File: config.mk
export PLATFORM = sky130hd
export DESIGN_NAME = mem_arbiter
export DESIGN_NICKNAME = d
export VERILOG_FILES = /design/src/rtl/mem_arbiter.sv
export SDC_FILE = /design/constraint.sdc
export NUM_CORES = 1
export LEC_CHECK = 0
export CAP_MARGIN = 20
export CORE_UTILIZATION = 42
export DETAILED_ROUTE_END_ITERATION = 7
export PLACE_DENSITY = 0.78
export SLEW_MARGIN = 20
export SYNTH_ARGS = -nofsm -noshare
export SYNTH_HDL_FRONTEND = slang
export SYNTH_SLANG_ARGS = --single-unit
export TNS_END_PERCENT = 50
File: constraint.sdc
create_clock -name clock -period 3.9 [get_ports clock]
set_clock_uncertainty 0.15 [all_clocks]
set_input_delay 0.39 -clock clock [delete_from_list [all_inputs] [get_ports clock]]
set_output_delay 0.39 -clock clock [all_outputs]
set_load 0.01 [all_outputs]
File: src/rtl/mem_arbiter.sv
// Purpose : round-robin arbiter/sequencer sharing one sync-read data memory between CPU and host.
// Latency : MEM_LAT+1 cycles from request (sampled in IDLE) to the one-cycle ack; MEM_LAT+2 per access.
// Backpr. : requesters hold req until ack; cpu_stall = cpu_req & ~cpu_ack holds the execute phase.
//
// Ports:
//   clock, n_reset                        clock (rising edge), async active-low reset
//   cpu_req/we/addr/wdata -> ack/rdata    CPU access channel, cpu_stall for the controller
//   host_req/we/addr/wdata -> ack/rdata   host/debug loader access channel
//   mem_addr/wdata/we, mem_rdata          single-port memory interface
//   busy                                  high whenever the sequencer is not IDLE
module mem_arbiter #(
    parameter int A_W     = 5,
    parameter int D_W     = 8,
    parameter int MEM_LAT = 2
) (
    input  logic           clock,
    input  logic           n_reset,
    input  logic           cpu_req,
    input  logic           cpu_we,
    input  logic [A_W-1:0] cpu_addr,
    input  logic [D_W-1:0] cpu_wdata,
    output logic           cpu_ack,
    output logic [D_W-1:0] cpu_rdata,
    output logic           cpu_stall,
    input  logic           host_req,
    input  logic           host_we,
    input  logic [A_W-1:0] host_addr,
    input  logic [D_W-1:0] host_wdata,
    output logic           host_ack,
    output logic [D_W-1:0] host_rdata,
    output logic [A_W-1:0] mem_addr,
    output logic [D_W-1:0] mem_wdata,
    output logic           mem_we,
    input  logic [D_W-1:0] mem_rdata,
    output logic           busy
);

    typedef enum logic [1:0] {
        IDLE   = 2'd0,
        ACCESS = 2'd1,
        RESP   = 2'd2
    } state_t;

    localparam logic       OWN_CPU  = 1'b0;
    localparam logic       OWN_HOST = 1'b1;
    localparam logic [2:0] LAT_INIT = 3'(MEM_LAT - 1);

    state_t     state;
    logic       owner;
    logic       last_owner;
    logic       lat_we;
    logic [2:0] lat_cnt;

    // CPU wins when alone, or on a tie when the host was served last.
    logic cpu_win;
    assign cpu_win = cpu_req & (~host_req | (last_owner == OWN_HOST));

    assign cpu_stall = cpu_req & ~cpu_ack;
    assign busy      = (state != IDLE);

    always_ff @(posedge clock or negedge n_reset) begin
        if (!n_reset) begin
            state      <= IDLE;
            owner      <= OWN_HOST;
            last_owner <= OWN_HOST;
            lat_we     <= 1'b0;
            lat_cnt    <= 3'd0;
            cpu_ack    <= 1'b0;
            host_ack   <= 1'b0;
            cpu_rdata  <= '0;
            host_rdata <= '0;
            mem_addr   <= '0;
            mem_wdata  <= '0;
            mem_we     <= 1'b0;
        end else begin
            case (state)
                IDLE: begin
                    if (cpu_req || host_req) begin
                        owner      <= cpu_win ? OWN_CPU : OWN_HOST;
                        last_owner <= cpu_win ? OWN_CPU : OWN_HOST;
                        lat_we     <= cpu_win ? cpu_we : host_we;
                        // mem_we is raised here so it is high only in the first ACCESS cycle.
                        mem_we     <= cpu_win ? cpu_we : host_we;
                        mem_addr   <= cpu_win ? cpu_addr : host_addr;
                        mem_wdata  <= cpu_win ? cpu_wdata : host_wdata;
                        lat_cnt    <= LAT_INIT;
                        state      <= ACCESS;
                    end
                end
                ACCESS: begin
                    mem_we <= 1'b0;
                    if (lat_cnt == 3'd0) begin
                        if (!lat_we) begin
                            if (owner == OWN_CPU) begin
                                cpu_rdata <= mem_rdata;
                            end else begin
                                host_rdata <= mem_rdata;
                            end
                        end
                        if (owner == OWN_CPU) begin
                            cpu_ack <= 1'b1;
                        end else begin
                            host_ack <= 1'b1;
                        end
                        state <= RESP;
                    end else begin
                        lat_cnt <= lat_cnt - 3'd1;
                    end
                end
                RESP: begin
                    cpu_ack  <= 1'b0;
                    host_ack <= 1'b0;
                    state    <= IDLE;
                end
                default: begin
                    state <= IDLE;
                end
            endcase
        end
    end

endmodule

# Word level (Yosys, flattened, before mapping)
# Index checks and enable logic that the tools add are counted.
# word_totals
out_inout_bits	34
word_cells	58
reg_bits	39
inputBits	40
# op_classes
n_reduce_logical	14
n_addsub	1
eq_ne	7
muxes	18
bitwise_logic	7
# ops
cell	n
inequality test 2 bit, second input constant	5
AND reduction 3 bit	3
two-way mux 8 bit	1
AND reduction 4 bit	2
two-way mux 1 bit	7
two-way mux 3 bit	2
case mux 1 bit (2 select lines)	3
case mux 3 bit (2 select lines)	1
AND reduction 2 bit	3
nonzero test 2 bit	3
two-way mux 5 bit	1
two-way mux 2 bit	2
NOT 1 bit	4
case mux 2 bit (2 select lines)	1
zero test 3 bit	1
subtractor 3 x 1 -> 3 bit, second input constant	1
bitwise AND 1 bit	2
== test 2 x 1 -> 1 bit, second input constant	1
== test 2 bit, second input constant	1
zero test 2 bit	1
logical OR 1 bit	1
OR 1 bit	1

# Longest topological paths before layout
# Gate-level depths: netlist of the first run.
# depth
word_depth	6
ltp_mapped	7
depth_no_buf	5

# Worst setup path before layout of the first run
# Ideal clock, no wire load.
# synth_timing
path_kind	register -> register
startpoint	register lat_cnt[0]
endpoint	register host_rdata[0]
required_time_ns	3.622
arrival_time_ns	1.382
n_path_buf	0
setup_slack_ns	2.240
setup_time_ns	0.128
path_stages_with_launch	6
synth_period_minus_slack_ns	1.660
cell_sequence	dfrtp_1 -> inv_1 -> ha_1 -> and4bb_2 -> nand3b_2 -> mux2_1
# synth_between
elab_chain_len	2
# synth_lines
item	line	rtl
from (decl)	52	logic [2:0] lat_cnt;
from (signal assigned)	107	lat_cnt <= lat_cnt - 3'd1;
zero test 3 bit	92	if (lat_cnt == 3'd0) begin
AND reduction 4 bit (no source line)	n/a	
to (signal assigned)	97	host_rdata <= mem_rdata;
to (decl)	30	output logic [D_W-1:0] host_rdata,
# Every way passes these cells.
# A chain may end at the register's enable or synchronous reset.

# Worst setup path in the final report of the first run
# layout_timing
startpoint	input port cpu_req
endpoint	output port cpu_stall
# layout_between
elab_chain_len	1
# layout_lines
item	line	rtl
from (decl)	18	input logic cpu_req,
bitwise AND 1 bit	58	assign cpu_stall = cpu_req & ~cpu_ack;
to (decl)	24	output logic cpu_stall,
# Every way passes these cells.

==> summary.txt, run 1 <==
Clock tree
  – CTS buffer count: 5
  – Number of hold buffers added after cts: 0
  – H-tree Lvls: 2
  – Clock sinks: 39
  – Clk_lat worst skew: 0.28 ns
  – CTS root buffer: clkbuf_8
  – Clock-pin slew on the worst setup and hold paths: 0.07 ns
  – CTS tree: built
  – Post-CTS Setup Repair Bufs: 0
  – Max Buffers Root-to-Sink: 2
  – Post_cts resized: 0

Critical path
  – Crit path required time: 3.36 ns
  – Reg-to-Reg Start: lat_cnt[0]
  – CP startpoint kind: input port
  – Crit. Startpoint: cpu_req
  – Worst Setup End Kind: output port
  – Max Fanout on Critical Path: 17
  – Crit path kind: in -> out
  – Crit path DAT: 2.19 ns

Timing
  – Setup violators final: 0
  – Slew margin rel.: 45.0%
  – Final hold violations: 0
  – Slew Viols, Final: 0
  – Crit path time final: 2.73 ns
  – Slew @ Worst Pin: 0.826 ns
  – RSZ-0062 raised after global routing: no
  – Setup TNS: 0 ns
  – Max frequency: 0.366 GHz
  – Final Cycle Share: 70.1%

Logic synthesis
  – Synthesized-area fraction occupied by adder cells: 1.36%
  – Ys Warns: 0
  – Netlist cell types: 33
  – Syn avg cell area: 11.4 um^2
  – Syn_nets: 204
  – Top post-synthesis cells by count: dfrtp_1 (38), a21oi_1 (17), o21ai_0 (16), nand3_1 (15), mux2_1 (12)
  – Number of synthesized flops with an enable pin: 0
  – Main combinational cell family by area after synthesis: compound AO/OA/AOI/OAI gates
  – Simple-gate area share of the yosys netlist: 9.44%
  – Post-synthesis mux area share: 9.78%
  – XOR/XNOR Fraction of Synth Area: 0%
  – Area contributors post-synth: dfrtp_1 (52%), mux2_1 (7.3%), a31oi_2 (6.1%), a21oi_1 (4.6%), o21ai_0 (4.3%)
  – Sequential share of the synthesized area: 53.1%
  – Syn Inst Count: 162
  – Synth area leader: dfrtp_1
  – Yosys top cell area share: 51.6%
  – Post-synth top flop: dfrtp_1
  – Synthesis-stage register bit count: 39
  – Compound-gate portion of the synthesized area: 20.7%
  – Synth async-reset ratio: 100%
  – Most frequent cell after synthesis: dfrtp_1
  – Post-Syn Area: 1840 um^2

Placement
  – Placed Area: 2560 um^2
  – Final Wtd Congestion: 0.733
  – I/O Buffers: 73
  – DP HPWL: 2900 um

Layout
  – Fin area: 2650 um^2
  – Area delta synth->final: 43.8%
  – Fill cell count: 349
  – Util after Layout: 64.3%
  – Layout cell share with drive strength beyond 1: 13.4%
  – # diodes: 0
  – Nets@finish: 273

Drt
  – Routed vias/inst: 5.33
  – DRT Pass-1 Iters: 4
  – Initial drt markers: 73
  – Antenna Nets Post-Route: 0
  – Drt total wl: 3980 um
  – DRC Markers: 0
  – Routed wire per std cell: 14.2 um
  – Via count: 1497

Floorplan
  – Die area: 4650 um^2
  – Initial Utilization: 44.8%
  – Site row count: 23
  – Die Ht: 68.2 um
  – Die X: 68.2 um
  – I/O pin count: 74
  – Core Region: 4120 um^2

Power
  – LEAKAGE: 1.06 nW
  – PwrDens: 754 nW/um^2
  – Peak VDD IR: 0.370 mV

GRT
  – First-pass GRT wire length: 6350 um
  – Global Route Usage Sum: 19.0%
  – Initial antenna violation count: 0
  – Number of global-route vias before repair: 1407
  – Largest net degree at the start of global routing: 40
  – Total gr overflow: 0

Outcome
  – Run status: finished clean

Job
  – Max Cap Viol: 0

Worst hold path
  – Worst min path class: in -> async
==> cells in the final DEF (no fill, tap or decap), types with 2 or more instances in the layout <==
master and instances:
mux2_1 12, o21ai_0 16, clkdlybuf4s50_1 72, clkbuf_8 6, a31oi_1 6, ha_1 2
dfrtp_1 38, mux2_2 4, a21oi_1 17, nor2_1 4, inv_1 6, nand3_1 15
nand2b_1 2, a31oi_2 9, nand2_1 2, nor2b_1 2
==> state kept, by name, indices dropped and copies added, names as in the netlist <==
register,cells
cpu_ack,1
cpu_rdata,8
host_ack,1
host_rdata,8
last_owner,1
lat_cnt,3
lat_we,1
mem_addr,5
mem_wdata,8
mem_we,1
state,2
==> power by group <==
group | internal, W | total (W) | switching, W | leakage, nW
clock network | 0.000139 | 0.000267 | 0.000128 | 0.0470
logic | 0.000551 | 0.00100 | 0.000449 | 0.557
registers | 0.000612 | 0.000730 | 0.000118 | 0.452
total | 0.00130 | 0.00200 | 0.000695 | 1.06
==> through the flow <==
step | instances | worst slack, ns | power, W | hold WS (ns)
6_report | 281 | 1.17 | 0.00200 | 0.0560
5_1_grt | 281 | 1.08 | 0.00216 | 0.126
4_1_cts | 281 | 1.17 | 0.00202 | 0.0825
3_5_place_dp | 274 | 1.18 | 0.00175 | 0.331
3_3_place_gp | 274 | 1.24 | 0.00172 | 0.323
2_1_floorplan | 162 | 2.24 | 0.00128 | -0.0556
==> worst paths after layout <==
kind / slack, ns / cells past startpoint / endpoint
max: 1.17 / 4 / cpu_stall
min: 0.06 / 1 / host_rdata[7]
max reg2reg: 2.07 / 5 / host_rdata[3]
min reg2reg: 0.34 / 1 / host_rdata[6]
max in group asynchronous: 3.03 / 1 / cpu_rdata[7]
min in group clock: 0.34 / 1 / host_rdata[6]
==> final cells by class <==
cell class,count,area (um^2),area share [%]
well taps,50,62.6,2.36
clock buffers,6,82.6,3.12
multi-input cells,104,761,28.7
inverters,7,26.3,0.992
flip-flops and latches,39,977,36.9
clock inverters,1,5.00,0.189
repair buffers,74,733,27.7
==> critical path, stage by stage <==
cell and delay [ns]:
clkdlybuf4s50_1 0.84, inv_2 0.25, nor2_1 0.16, clkdlybuf4s50_1 0.55
==> layer usage <==
| metal | global-route usage (%) | part of all wire (%) | vias up |
|---|---|---|---|
| met2 | 30.5 | 48 | 70 |
| met5 | 0 | 0 | - |
| met1 | 23.6 | 42 | 695 |
| met3 | 5.17 | 7.9 | 9 |
| met4 | 9.11 | 2.1 | 0 |
| li1 | - | - | 723 |
==> cells by family after synthesis <==
kind of cell | Yosys count
buf+inv | 19
compound gates | 55
simple gates | 31
fa+ha+maj | 2
flops | 39
mux | 16
Power figures use the tool's default switching activity.
==> inputs of run 2 (changes only) <==
==> constraint.sdc (replaced) <==
create_clock -name clock -period 2.7 [get_ports clock]
set_clock_uncertainty 0.15 [all_clocks]
set_input_delay 0.27 -clock clock [delete_from_list [all_inputs] [get_ports clock]]
set_output_delay 0.27 -clock clock [all_outputs]
set_load 0.01 [all_outputs]
==> summary.txt, run 2 (same netlist as run 1, synthesis figures left out) <==
Outcome
  – Run status: finished clean

Timing
  – Final Cycle Share: 72.1%
  – Crit path time final: 1.95 ns
  – Max frequency: 0.514 GHz
  – Final worst slack: 0.754 ns
  – RSZ-0062 raised after global routing: no
  – Slew @ Worst Pin: 0.849 ns
  – Setup violators final: 0
  – Slew margin rel.: 43.4%
  – Setup TNS: 0 ns
  – Slew Viols, Final: 0
  – Final hold violations: 0

Clock tree
  – Post_cts resized: 0
  – CTS root buffer: clkbuf_8
  – H-tree Lvls: 2
  – CTS buffer count: 5
  – Number of hold buffers added after cts: 1
  – CTS tree: built
  – Clock sinks: 39
  – Post-CTS Setup Repair Bufs: 0
  – Max Buffers Root-to-Sink: 2
  – Clk_lat worst skew: 0.30 ns
  – Clock-pin slew on the worst setup and hold paths: 0.08 ns

GRT
  – Number of global-route vias before repair: 1518
  – Initial antenna violation count: 0
  – First-pass GRT wire length: 6720 um
  – Total gr overflow: 0
  – Global Route Usage Sum: 20.4%
  – Largest net degree at the start of global routing: 40

Power
  – Peak VDD IR: 0.438 mV
  – LEAKAGE: 1.09 nW
  – PwrDens: 1120 nW/um^2

Placement
  – DP HPWL: 3070 um
  – Post-Place Cells: 277
  – Placed Area: 2580 um^2
  – Dpl ws: 0.719 ns
  – Final Wtd Congestion: 0.764
  – I/O Buffers: 73

Layout
  – # diodes: 0
  – Area delta synth->final: 47.1%
  – Finished Layout Cells: 286
  – Most common cell after layout, fill and taps aside: clkdlybuf4s50_1
  – Most frequent cells in the layout: clkdlybuf4s50_1 (72), dfrtp_1 (38), a21oi_1 (17)
  – Fin area: 2710 um^2
  – Layout cell share with drive strength beyond 1: 14.8%
  – Util after Layout: 65.9%
  – Nets@finish: 277
  – Biggest regs: cpu_rdata x8, host_rdata x8, mem_wdata x8

Drt
  – DRC Markers: 0
  – Routed vias/inst: 5.32
  – Initial drt markers: 72
  – Routed wire per std cell: 15.2 um
  – DRT Pass-1 Iters: 4
  – Drt total wl: 4360 um
  – Via count: 1522
  – Antenna Nets Post-Route: 0

Floorplan
  – Die X: 68.2 um
  – Core Region: 4120 um^2
  – Die area: 4650 um^2
  – Die Ht: 68.2 um
  – Site row count: 23
  – I/O pin count: 74
  – Initial Utilization: 44.8%

Job
  – Max Cap Viol: 0

Critical path
  – Crit path DAT: 1.53 ns
  – CP startpoint kind: input port
  – Max Fanout on Critical Path: 15
  – Worst Setup End Kind: output port
  – Crit path kind: in -> out
  – Crit path required time: 2.28 ns

Worst hold path
  – Worst min path class: reg -> reg
[run 2: cell count changes in the layout (fill, tap and decap cells not counted), sizes merged]
cell,previous run,this run
bufinv,0,1
dlygate4sd3,0,1
buf,2,5
[run 2: area by class of cell]
class	instances	area (um^2)
repair buffers	78	766
clock buffers	6	82.6
flip-flops and latches	39	977
inverters	7	26.3
well taps	50	62.6
clock inverters	2	35.0
multi-input cells	104	761
fillers	366	1410
[run 2: power by group]
part	switching (W)	internal (W)	total, W
clock network	0.000209	0.000299	0.000508
logic	0.000660	0.000804	0.00146
registers	0.000178	0.000884	0.00106
total	0.00105	0.00199	0.00303
[run 2: worst max-delay path: stages]
cell and delay (ns):
clkdlybuf4s50_1 0.49, inv_2 0.12, nor2_1 0.12, clkdlybuf4s50_1 0.53
[run 2: stage by stage]
stage	total power (W)	hold WS (ns)
5_1_grt	0.00325	0.357
4_1_cts	0.00306	0.349
2_1_floorplan	0.00184	-0.176
6_report	0.00303	0.342
3_5_place_dp	0.00254	0.275
3_3_place_gp	0.00250	0.271
[run 2: per-layer routing]
layer	track usage, %	share of wire (%)	vias up
met5	0	0	-
met3	7.17	7.7	4
met4	7.81	0.99	0
met2	36.0	50	64
li1	-	-	731
met1	22.3	41	723
[run 2: worst paths after layout]
kind	from	endpoint	slack (ns)	cells after the start
max in group asynchronous	n_reset	state[0]	1.39	2
min	host_rdata[7]	host_rdata[7]	0.34	1
min reg2reg	host_rdata[7]	host_rdata[7]	0.34	1
max	cpu_req	cpu_stall	0.75	4
max reg2reg	lat_cnt[0]	host_rdata[3]	0.84	5
min in group asynchronous	n_reset	host_ack	0.47	2
==> inputs of run 3 (changes only) <==
--- a/config.mk
+++ b/config.mk
@@ -6,9 +6,9 @@
 export NUM_CORES = 1
 export LEC_CHECK = 0
 export CAP_MARGIN = 20
-export CORE_UTILIZATION = 42
+export CORE_UTILIZATION = 39
 export DETAILED_ROUTE_END_ITERATION = 7
-export PLACE_DENSITY = 0.78
+export PLACE_DENSITY = 0.76
 export SLEW_MARGIN = 20
 export SYNTH_ARGS = -nofsm -noshare
 export SYNTH_HDL_FRONTEND = slang
==> constraint.sdc (replaced) <==
create_clock -name clock -period 1.7 [get_ports clock]
set_clock_uncertainty 0.15 [all_clocks]
set_input_delay 0.17 -clock clock [delete_from_list [all_inputs] [get_ports clock]]
set_output_delay 0.17 -clock clock [all_outputs]
set_load 0.01 [all_outputs]
==> summary.txt, run 3 (same netlist as run 1, synthesis figures left out) <==
GRT
  – First-pass GRT wire length: 7380 um
  – Number of global-route vias before repair: 1599
  – Largest net degree at the start of global routing: 23
  – Global Route Usage Sum: 19.5%
  – Initial antenna violation count: 0
  – Total gr overflow: 0

Clock tree
  – Clock sinks: 39
  – CTS tree: built
  – H-tree Lvls: 2
  – Clock-pin slew on the worst setup and hold paths: 0.07 ns
  – Max Buffers Root-to-Sink: 2
  – CTS root buffer: clkbuf_8
  – Clk_lat worst skew: 0.28 ns
  – CTS buffer count: 5

Layout
  – # diodes: 0
  – Most frequent cells in the layout: clkdlybuf4s50_1 (70), dfrtp_1 (38), buf_4 (18)
  – Biggest regs: cpu_rdata x8, host_rdata x8, mem_wdata x8
  – Util after Layout: 63.7%
  – Most common cell after layout, fill and taps aside: clkdlybuf4s50_1
  – Nets@finish: 291
  – Fill cell count: 390
  – Multi-input logic area: 815 um^2
  – Storage element area: 977 um^2
  – Layout cell share with drive strength beyond 1: 23.2%
  – Area delta synth->final: 53.7%

Power
  – LEAKAGE: 1.18 nW
  – Peak VDD IR: 0.767 mV
  – Comb power frac: 53.5%
  – Sw Ratio: 35.2%
  – Clk pwr share: 11.8%
  – Sequential share of power: 34.7%
  – PwrDens: 1750 nW/um^2
  – Pint: 0.00321 W
  – Sw power: 0.00174 W

Timing
  – Slew Viols, Final: 0
  – Final hold violations: 0
  – Crit path time final: 1.70 ns
  – Slew margin rel.: 65.5%
  – Setup TNS: 0 ns
  – Final Cycle Share: 99.7%
  – Setup violators final: 0
  – Slew @ Worst Pin: 0.518 ns
  – RSZ-0062 raised after global routing: yes
  – Max frequency: 0.590 GHz

Outcome
  – Failing checks: DRC
  – Run status: complete, but fails checks

Critical path
  – Max stage delay on crit path: 0.39 ns
  – CP startpoint kind: flip-flop
  – Worst r2r dst: host_rdata[4]
  – Reg2Reg Depth: 5
  – Worst Setup End Kind: flip-flop
  – Worst-path cell chain: inv_2 -> ha_4 -> and4bb_2 -> nand3b_4 -> mux2_4
  – Crit path kind: reg -> reg
  – Crit path DAT: 1.71 ns
  – CP max-delay cell: dfrtp_1
  – Max Fanout on Critical Path: 8
  – Reg-to-Reg Start: lat_cnt[1]
  – R2R Setup Slk: 0.005 ns
  – Crit path required time: 1.72 ns
  – Crit. Startpoint: lat_cnt[1]
  – CP Capture Point: host_rdata[4]

Drt
  – Via count: 1583
  – Routed wire per std cell: 15.3 um
  – DRC Markers: 16
  – Antenna Nets Post-Route: 0
  – Drt total wl: 4630 um
  – Initial drt markers: 55
  – Routed vias/inst: 5.24
  – DRT Pass-1 Iters: 6

Floorplan
  – Die area: 5000 um^2
  – Die X: 70.7 um
  – Core Region: 4440 um^2
  – I/O pin count: 74
  – Die Ht: 70.7 um
  – Site row count: 24
  – Initial Utilization: 41.4%

Placement
  – DP HPWL: 3360 um
  – Final Wtd Congestion: 0.805
  – I/O Buffers: 73

Worst hold path
  – Worst min path class: in -> async

Job
  – Max Cap Viol: 0
==> run 3: cell types whose count changed in the layout (fill, tap and decap cells not counted), sizes merged <==
cell and delta:
clkdlybuf4s50 -2, dlygate4sd2 +2, bufinv -1, clkinv -1, buf +14, clkbuf +2
==> run 3: layer usage <==
metal	global-route usage, %	routed length [um]	vias to the layer above
met4	6.00	81	0
met5	0	0	-
li1	-	-	763
met2	33.1	2230	64
met1	24.1	2050	747
met3	5.41	270	9
==> run 3: layout make-up <==
class | instances | area share (%)
clock buffers | 8 | 2.83
inverters | 7 | 0.928
multi-input cells | 104 | 28.8
flip-flops and latches | 39 | 34.5
well taps | 52 | 2.30
repair buffers | 92 | 30.7
==> run 3: critical path, delay by kind of cell, from the launching register on <==
kind,cells,cell delay (ns)
buf+inv,1,0.08
fa+ha+maj,1,0.13
flops,1,0.39
simple gates,2,0.48
mux,1,0.35
==> run 3: worst min-delay path by stage <==
| stage | start | end |
|---|---|---|
| 6_report | n_reset | mem_wdata[3] |
| 3_3_place_gp | n_reset | cpu_rdata[2] |
| 3_5_place_dp | n_reset | cpu_rdata[2] |
| 4_1_cts | n_reset | mem_wdata[3] |
| 2_1_floorplan | n_reset | cpu_ack |
| 5_1_grt | n_reset | mem_wdata[3] |
==> run 3: timing repair <==
action	4_1_cts	5_1_grt
endpoints found under the hold margin	20	0
endpoints found under the setup margin	10	19
buffers inserted	1	1
hold buffers	1	0
pin swaps	1	1
resized for setup	8	8
==> run 3: per-stage QoR <==
stage | setup WS, ns | area [um^2] | power, W | hold WS [ns] | std cells
after floorplan | 0.0404 | 1840 | 0.00293 | -0.276 | 162
after global placement | -0.0492 | 2680 | 0.00413 | 0.00953 | 291
after detailed placement | -0.0668 | 2680 | 0.00421 | 0.0166 | 291
after CTS | -0.0162 | 2800 | 0.00489 | 0.237 | 301
after global routing | -0.0464 | 2830 | 0.00527 | 0.283 | 302
final | 0.00498 | 2830 | 0.00495 | 0.248 | 302
==> run 3: power groups by stage <==
stage	Clock, W	Sequential [W]	Combinational (W)
final	0.000585	0.00171	0.00265
after global routing	0.000634	0.00178	0.00286
after CTS	0.000597	0.00171	0.00258
after detailed placement	0	0.00171	0.00250
after global placement	0	0.00170	0.00243
after floorplan	0	0.00183	0.00110
